==> config.mk <==
export PLATFORM = sky130hd
export DESIGN_NAME = hall_call_dispatcher
export DESIGN_NICKNAME = d
export VERILOG_FILES = /design/src/rtl/hall_call_dispatcher.sv
export SDC_FILE = /design/constraint.sdc
export NUM_CORES = 1
export LEC_CHECK = 0
export ABC_AREA = 1
export CAP_MARGIN = 10
export CORE_MARGIN = 2
export CORE_UTILIZATION = 56
export CTS_BUF_LIST = sky130_fd_sc_hd__clkbuf_8
export CTS_CLUSTER_SIZE = 25
export DETAILED_ROUTE_END_ITERATION = 12
export GPL_ROUTABILITY_DRIVEN = 0
export PLACE_DENSITY = 0.94
export SLEW_MARGIN = 15
export SYNTH_ARGS = -nofsm -noshare
export SYNTH_HDL_FRONTEND = slang
export SYNTH_SLANG_ARGS = --single-unit
==> constraint.sdc <==
create_clock -name clk -period 4.3 [get_ports clk]
set_input_delay 0.86 -clock clk [delete_from_list [all_inputs] [get_ports clk]]
set_output_delay 0.86 -clock clk [all_outputs]
set_load 0.01 [all_outputs]
==> src/rtl/hall_call_dispatcher.sv <==
// -----------------------------------------------------------------------------
// hall_call_dispatcher
//
// Central scheduler for elevator hall calls. Latches up/down button presses per
// floor, walks the call slots one per cycle, and hands each pending, unowned
// call to exactly one car through a valid/ack handshake.
//
// Call slots: s < FLOORS is the up call at floor s, s >= FLOORS is the down
// call at floor s-FLOORS.
//
// Car selection for slot (f,d): among eligible cars (idle, or travelling in
// direction d and strictly approaching f), choose minimum |loc-f|. Ties go to
// the first car at or after the round-robin pointer, in cyclic order.
//
// Ports
//   clk, rst_n        clock, asynchronous active-low reset
//   i_hall_up         per-floor up press (top floor ignored)
//   i_hall_down       per-floor down press (ground floor ignored)
//   i_car_loc         packed car floors, car c at [c*FLOOR_BITS +: FLOOR_BITS]
//   i_car_dir         car travel direction, 1=UP
//   i_car_idle        car stopped, door closed, no internal requests
//   i_car_arrive      one-cycle pulse: car serviced (car_loc, car_dir)
//   o_assign_valid    one-hot offer to a car (or all zero)
//   o_assign_floor    floor of the offered call
//   o_assign_dir      direction of the offered call, 1=UP
//   i_assign_ack      car accepts the offer (only the offered car counts)
//   o_pending_up      registered up-call status
//   o_pending_down    registered down-call status
// -----------------------------------------------------------------------------
module hall_call_dispatcher #(
    parameter int FLOORS      = 4,
    parameter int CARS        = 3,
    parameter int FLOOR_BITS  = 2,
    parameter int ACK_TIMEOUT = 7
) (
    input  logic                         clk,
    input  logic                         rst_n,
    input  logic [FLOORS-1:0]            i_hall_up,
    input  logic [FLOORS-1:0]            i_hall_down,
    input  logic [CARS*FLOOR_BITS-1:0]   i_car_loc,
    input  logic [CARS-1:0]              i_car_dir,
    input  logic [CARS-1:0]              i_car_idle,
    input  logic [CARS-1:0]              i_car_arrive,
    output logic [CARS-1:0]              o_assign_valid,
    output logic [FLOOR_BITS-1:0]        o_assign_floor,
    output logic                         o_assign_dir,
    input  logic [CARS-1:0]              i_assign_ack,
    output logic [FLOORS-1:0]            o_pending_up,
    output logic [FLOORS-1:0]            o_pending_down
);

    localparam int SLOTS     = 2 * FLOORS;
    localparam int SLOT_BITS = $clog2(SLOTS);
    localparam int CAR_BITS  = (CARS > 1) ? $clog2(CARS) : 1;
    localparam int TMO_BITS  = $clog2(ACK_TIMEOUT + 1);
    localparam int COST_BITS = FLOOR_BITS + 1;

    localparam logic [SLOT_BITS-1:0] LAST_SLOT = SLOT_BITS'(SLOTS - 1);
    localparam logic [CAR_BITS-1:0]  LAST_CAR  = CAR_BITS'(CARS - 1);
    localparam logic [TMO_BITS-1:0]  TMO_LAST  = TMO_BITS'(ACK_TIMEOUT - 1);

    typedef enum logic {
        ST_SCAN,
        ST_OFFER
    } state_t;

    // ------------------------------------------------------------------
    // Registered state
    // ------------------------------------------------------------------
    state_t                 r_state;
    logic [FLOORS-1:0]      r_pending_up;
    logic [FLOORS-1:0]      r_pending_down;
    logic [SLOTS-1:0]       r_assigned;
    logic [SLOT_BITS-1:0]   r_scan_ptr;
    logic [CAR_BITS-1:0]    r_rr_ptr;
    logic [CAR_BITS-1:0]    r_win;
    logic [TMO_BITS-1:0]    r_tmo;
    logic [CARS-1:0]        r_valid;
    logic [FLOOR_BITS-1:0]  r_floor;
    logic                   r_dir;

    // ------------------------------------------------------------------
    // Combinational signals
    // ------------------------------------------------------------------
    logic [FLOORS-1:0]      w_clr_up;
    logic [FLOORS-1:0]      w_clr_dn;
    logic [SLOTS-1:0]       w_clr_slot;
    logic [SLOTS-1:0]       w_pend_slot;
    logic [SLOTS-1:0]       w_set_slot;
    logic [SLOTS-1:0]       w_asg_next;
    logic [FLOORS-1:0]      w_pend_up_next;
    logic [FLOORS-1:0]      w_pend_dn_next;

    logic                   w_slot_up;
    logic [FLOOR_BITS-1:0]  w_slot_floor;
    logic                   w_slot_open;

    logic [FLOOR_BITS-1:0]  w_loc  [CARS];
    logic [COST_BITS-1:0]   w_cost [CARS];
    logic [CARS-1:0]        w_elig;

    logic                   w_found;
    logic [CAR_BITS-1:0]    w_win;
    logic [CAR_BITS-1:0]    w_cand;
    logic [COST_BITS-1:0]   w_best;

    logic                   w_ack;
    logic                   w_offer_cleared;
    logic                   w_timeout;
    logic [SLOT_BITS-1:0]   w_scan_next;
    logic [CAR_BITS-1:0]    w_rr_next;

    // ------------------------------------------------------------------
    // Arrival clears: each arriving car retires the call matching its
    // floor and travel direction, whichever car owned it. Comparing
    // against every floor index keeps an out-of-range car_loc harmless.
    // ------------------------------------------------------------------
    always_comb begin
        // NOTE: every combinational output gets a default before any
        // conditional write, so no path leaves it holding a value (latch).
        w_clr_up = '0;
        w_clr_dn = '0;
        for (int c = 0; c < CARS; c++) begin
            for (int f = 0; f < FLOORS; f++) begin
                if (i_car_arrive[c] &&
                    (i_car_loc[c*FLOOR_BITS +: FLOOR_BITS] == FLOOR_BITS'(f))) begin
                    if (i_car_dir[c]) begin
                        w_clr_up[f] = 1'b1;
                    end else begin
                        w_clr_dn[f] = 1'b1;
                    end
                end
            end
        end
    end

    assign w_clr_slot  = {w_clr_dn, w_clr_up};
    assign w_pend_slot = {r_pending_down, r_pending_up};

    // ------------------------------------------------------------------
    // Decode the slot under the scan pointer.
    // ------------------------------------------------------------------
    assign w_slot_up    = (r_scan_ptr < SLOT_BITS'(FLOORS));
    assign w_slot_floor = w_slot_up ? FLOOR_BITS'(r_scan_ptr)
                                    : FLOOR_BITS'(r_scan_ptr - SLOT_BITS'(FLOORS));
    assign w_slot_open  = w_pend_slot[r_scan_ptr] && !r_assigned[r_scan_ptr];

    // ------------------------------------------------------------------
    // Per-car eligibility and distance for the scanned slot.
    // ------------------------------------------------------------------
    always_comb begin
        w_elig = '0;
        for (int c = 0; c < CARS; c++) begin
            w_loc[c]  = i_car_loc[c*FLOOR_BITS +: FLOOR_BITS];
            w_elig[c] = i_car_idle[c] ||
                        ((i_car_dir[c] == w_slot_up) &&
                         (w_slot_up ? (w_loc[c] < w_slot_floor)
                                    : (w_loc[c] > w_slot_floor)));
            // One extra bit so the subtraction is unsigned-safe.
            w_cost[c] = ({1'b0, w_loc[c]} >= {1'b0, w_slot_floor})
                      ? ({1'b0, w_loc[c]} - {1'b0, w_slot_floor})
                      : ({1'b0, w_slot_floor} - {1'b0, w_loc[c]});
        end
    end

    // ------------------------------------------------------------------
    // Winner search. Visiting cars in cyclic order from the round-robin
    // pointer and accepting only a strictly smaller cost makes the first
    // visited car win any tie.
    // ------------------------------------------------------------------
    always_comb begin
        w_found = 1'b0;
        w_win   = '0;
        w_best  = '0;
        w_cand  = '0;
        for (int k = 0; k < CARS; k++) begin
            w_cand = CAR_BITS'((int'(r_rr_ptr) + k) % CARS);
            if (w_elig[w_cand] && (!w_found || (w_cost[w_cand] < w_best))) begin
                w_found = 1'b1;
                w_win   = w_cand;
                w_best  = w_cost[w_cand];
            end
        end
    end

    // ------------------------------------------------------------------
    // Offer bookkeeping.
    // ------------------------------------------------------------------
    assign w_ack           = i_assign_ack[r_win];
    assign w_offer_cleared = w_clr_slot[r_scan_ptr];
    assign w_timeout       = (r_tmo == TMO_LAST);
    assign w_scan_next     = (r_scan_ptr == LAST_SLOT) ? '0 : r_scan_ptr + SLOT_BITS'(1);
    assign w_rr_next       = (r_win == LAST_CAR) ? '0 : r_win + CAR_BITS'(1);

    // ------------------------------------------------------------------
    // Next pending / assigned state. A clear always beats a press or an
    // ack on the same slot in the same cycle.
    // ------------------------------------------------------------------
    always_comb begin
        w_pend_up_next = (r_pending_up   | i_hall_up)   & ~w_clr_up;
        w_pend_dn_next = (r_pending_down | i_hall_down) & ~w_clr_dn;
        // There is no up call from the top floor nor down call from floor 0.
        w_pend_up_next[FLOORS-1] = 1'b0;
        w_pend_dn_next[0]        = 1'b0;

        w_set_slot = '0;
        if ((r_state == ST_OFFER) && w_ack) begin
            w_set_slot[r_scan_ptr] = 1'b1;
        end
        w_asg_next = (r_assigned | w_set_slot) & ~w_clr_slot;
    end

    always_ff @(posedge clk or negedge rst_n) begin
        if (!rst_n) begin
            r_pending_up   <= '0;
            r_pending_down <= '0;
            r_assigned     <= '0;
        end else begin
            // NOTE: sequential state uses non-blocking assignments so all
            // registers update together from the pre-edge values.
            r_pending_up   <= w_pend_up_next;
            r_pending_down <= w_pend_dn_next;
            r_assigned     <= w_asg_next;
        end
    end

    // ------------------------------------------------------------------
    // Scan / offer FSM with registered offer outputs.
    // ------------------------------------------------------------------
    always_ff @(posedge clk or negedge rst_n) begin
        if (!rst_n) begin
            r_state    <= ST_SCAN;
            r_scan_ptr <= '0;
            r_rr_ptr   <= '0;
            r_win      <= '0;
            r_tmo      <= '0;
            r_valid    <= '0;
            r_floor    <= '0;
            r_dir      <= 1'b0;
        end else begin
            case (r_state)
                ST_SCAN: begin
                    if (w_slot_open && w_found) begin
                        r_state <= ST_OFFER;
                        r_win   <= w_win;
                        r_valid <= CARS'(1) << w_win;
                        r_floor <= w_slot_floor;
                        r_dir   <= w_slot_up;
                        r_tmo   <= '0;
                    end else begin
                        r_scan_ptr <= w_scan_next;
                    end
                end
                ST_OFFER: begin
                    if (w_ack) begin
                        r_state    <= ST_SCAN;
                        r_valid    <= '0;
                        r_rr_ptr   <= w_rr_next;
                        r_scan_ptr <= w_scan_next;
                    end else if (w_offer_cleared) begin
                        // Call already serviced by some car: withdraw.
                        r_state    <= ST_SCAN;
                        r_valid    <= '0;
                        r_scan_ptr <= w_scan_next;
                    end else if (w_timeout) begin
                        // Unresponsive car: give others a turn next time.
                        r_state    <= ST_SCAN;
                        r_valid    <= '0;
                        r_rr_ptr   <= w_rr_next;
                        r_scan_ptr <= w_scan_next;
                    end else begin
                        r_tmo <= r_tmo + TMO_BITS'(1);
                    end
                end
                default: begin
                    r_state <= ST_SCAN;
                    r_valid <= '0;
                end
            endcase
        end
    end

    assign o_assign_valid = r_valid;
    assign o_assign_floor = r_floor;
    assign o_assign_dir   = r_dir;
    assign o_pending_up   = r_pending_up;
    assign o_pending_down = r_pending_down;

endmodule

==> run_results.csv <==
group,metric,value,unit
finish,finalInstanceArea,0.003623,mm²
drt,wl_met3,493,µm
drt,wirelength,7335,µm
drt,top_layer_used,"met4",
timing,max_freq,246.2,MHz
drt,first_iter_violations,194,
worst_setup_path,reg2reg_from,"r_scan_ptr[0]",
yosys,ys.flop_type,"dfrtp_1",
worst_setup_path,worstPathRequired,4.48,ns
worst_setup_path,rrSetupSlack,0.27,ns
drt,met2WireLength,3815,µm
floorplanning,ios,42,
worst_hold_path,hp-start,"o_assign_valid[0]",
floorplanning,rows,25,
clock_tree,insertion_delay,0.29,ns
timing,final-setup-viol-count,0,
drt,drt-met1-wl,2806,µm
clock_tree,cts_tree,"built",
worst_setup_path,path_max_fanout,5,
worst_setup_path,cp_top_family,"adder cells",
worst_setup_path,cpPeakStageDelay,0.48,ns
finish,diodes,0,
finish,layout.cells.non_filler,508,
yosys,synth_async_sr_flop_share,100.0,%
global_routing,grt_pass1_vias,2813,
worst_setup_path,path_buf_inv,5,
floorplanning,die_x,73.79,µm
clock_tree,tritoncts.num_buffers,5,
yosys,yosysSeqAreaShare,28.44,%
worst_setup_path,crit_type,"input pin to register",
yosys,ys_warn_count,0,
yosys,yosysTopAreaCell,"dfrtp_1",
run,cap_violations,0,
placed_design,dp_cells,498,
placed_design,post-place-ws,-0.4163,ns
clock_tree,h-tree-depth,2,
placed_design,dp_hpwl,5463,µm
floorplanning,die-height,73.79,µm
global_routing,gr-usage-all-layers,28.45,%
yosys,synth_area_leaders,"dfrtp_1 (28%), nand2_1 (8.8%), ha_1 (8.7%)",
clock_tree,clock_path_buffers,2,
clock_tree,cts_root_buf,"clkbuf_8",
status,outcome,"finished clean",
yosys,synth-seq-cells,31,
worst_hold_path,worstHoldEndpoint,"o_assign_valid[0]",
clock_tree,clk_pin_slew,0.07,ns
floorplanning,initial_core_util,57.75,%
yosys,synth_edf_count,0,
drt,vias_per_cell,5.618,
yosys,synth.top_cell.area_share,28.44,%
worst_setup_path,crit_slowest_cell,"fa_1",
yosys,syn_inst,362,
worst_setup_path,worst-r2r-cell-count,28,
floorplanning,dieArea,0.005445,mm²
timing,maxSlewHeadroom,60.93,%
worst_setup_path,critPathLaunchType,"input pin",
timing,maxSlewViolCount,0,
drt,firstDrtPassIters,5,
yosys,synthDistinctLibCells,41,
yosys,yosys-top-cells-count,"nand2_1 (64), inv_1 (52), nor2_1 (32), dfrtp_1 (31), o21ai_0 (22)",
timing,period_share,94.44,%
worst_setup_path,arrival,4.24,ns
drt,detail-route-antenna-nets,0,
timing,hold_viol_final,0,
placed_design,io_buffers,37,
worst_hold_path,hp-class,"register to register",
power,p_per_area,937.6,mW/mm²
floorplanning,core_area,0.004723,mm²
timing,fin_ws,0.2389,ns
worst_setup_path,startpoint,"i_car_loc[4]",
timing,tns,0,ns
drt,drc,0,
placed_design,place_area,0.003412,mm²
yosys,synth.most_common_cell,"nand2_1",
power,vdd_drop_max,668.1,µV
global_routing,antenna_found_initial,0,
worst_setup_path,reg2reg_to,"o_assign_valid[0]",
global_routing,grt_overflow_total,0,
yosys,avgSynthCellArea,7.535,µm²
finish,area_growth,32.84,%
yosys,netlist_area,0.002728,mm²
finish,drive_gt1_share,26.30,%
timing,finalClockSkew,0.003003,ns
drt,wire_per_inst,14.44,µm
global_routing,grt_start_max_net_pins,32,
timing,tightestPinTransition,0.5839,ns
power,leakage,1.726,nW
drt,num_vias,2854,
clock_tree,cts-hold-fix-buffers,0,
clock_tree,cts.sinks,31,
timing,fin_crit,4.061,ns
worst_setup_path,crit_top_cell,"nand2_1",
worst_hold_path,hold_depth,2,
finish,nets,493,
worst_setup_path,end_kind,"register",
global_routing,grt_pass1_wl,12110,µm
finish,fin_util,76.72,%
cells in the final DEF (no fill, tap or decap), types with 11 or more instances in the layout:
cell	instances
nand2_1	59
inv_1	47
buf_4	39
clkdlybuf4s50_1	31
dfrtp_1	31
nor2_1	29
nand3_1	20
ha_1	18
o21ai_0	16
a21oi_1	14
nand2_2	12
inv_2	11
kinds of logic (layout without fill, tap and decap cells):
kind of cell             count (synthesis)  after routing  synth area share, %
buffers and inverters                   67            145                10.55
AO/OA/AOI/OAI                           77             77                18.21
other                                    1              2               0.1375
XOR/XNOR                                 1              1               0.3212
flip-flops                              31             31                28.44
multiplexers                             1              1               0.3670
AND/OR/NAND/NOR                        159            159                28.85
adder cells (fa/ha/maj)                 25             25                13.12
worst reg2reg max path: cells and delay by family, from the launching register on:
family / cells / cell delay [ns]
compound gates: 3 / 0.42
buf+inv: 4 / 0.40
flops: 1 / 0.66
simple gates: 17 / 1.11
fa+ha+maj: 4 / 1.35
per-layer routing:
metal / track usage [%] / vias up
li1: - / 1371
met1: 33.85 / 1308
met2: 50.69 / 146
met3: 3.429 / 29
met4: 13.13 / 0
met5: 0 / -
worst max-delay path by stage:
stage | end | cells after the start
detailed placement | o_assign_valid[0] | 28
floorplan | o_assign_valid[0] | 28
global route | r_win[0] | 32
finish | o_assign_valid[0] | 29
CTS | o_assign_valid[0] | 34
global placement | o_assign_valid[0] | 30
flip-flops by register name, indices dropped and copies added (netlist names):
register,cells
o_assign_dir,1
r_rr_ptr,2
o_pending_down,3
o_pending_up,3
r_scan_ptr,3
r_assigned,8
r_win,2
r_state,1
o_assign_valid,3
o_assign_floor,2
r_tmo,3
power breakdown:
group | switching, mW | total, mW | internal [mW]
combinational | 1.58 | 2.62 | 1.05
clock | 0.114 | 0.260 | 0.145
sequential | 0.110 | 0.515 | 0.405
total | 1.80 | 3.40 | 1.60
cell type report:
type,count,area [µm²]
multi-input cells,265,1759
fillers,319,1100
flip-flops and latches,31,775.7
repair buffers,76,664.4
inverters,61,236.5
clock buffers,7,96.34
well taps,67,83.83
clock inverters,1,7.507
through the flow:
stage / power, mW / hold WS (ns)
4_1_cts: 3.180 / 0.4872
6_report: 3.397 / 0.4837
2_1_floorplan: 2.175 / 0.4913
3_5_place_dp: 2.821 / 0.4737
5_1_grt: 3.724 / 0.5090
3_3_place_gp: 2.698 / 0.4688
repair_timing:
action / 4_1_cts / 5_1_grt
pin swaps: 8 / 8
setup endpoints to repair: 5 / 5
gates resized for setup: 18 / 23
buffers inserted: 1 / 1
Note: power is estimated with default switching activity, not from simulation.
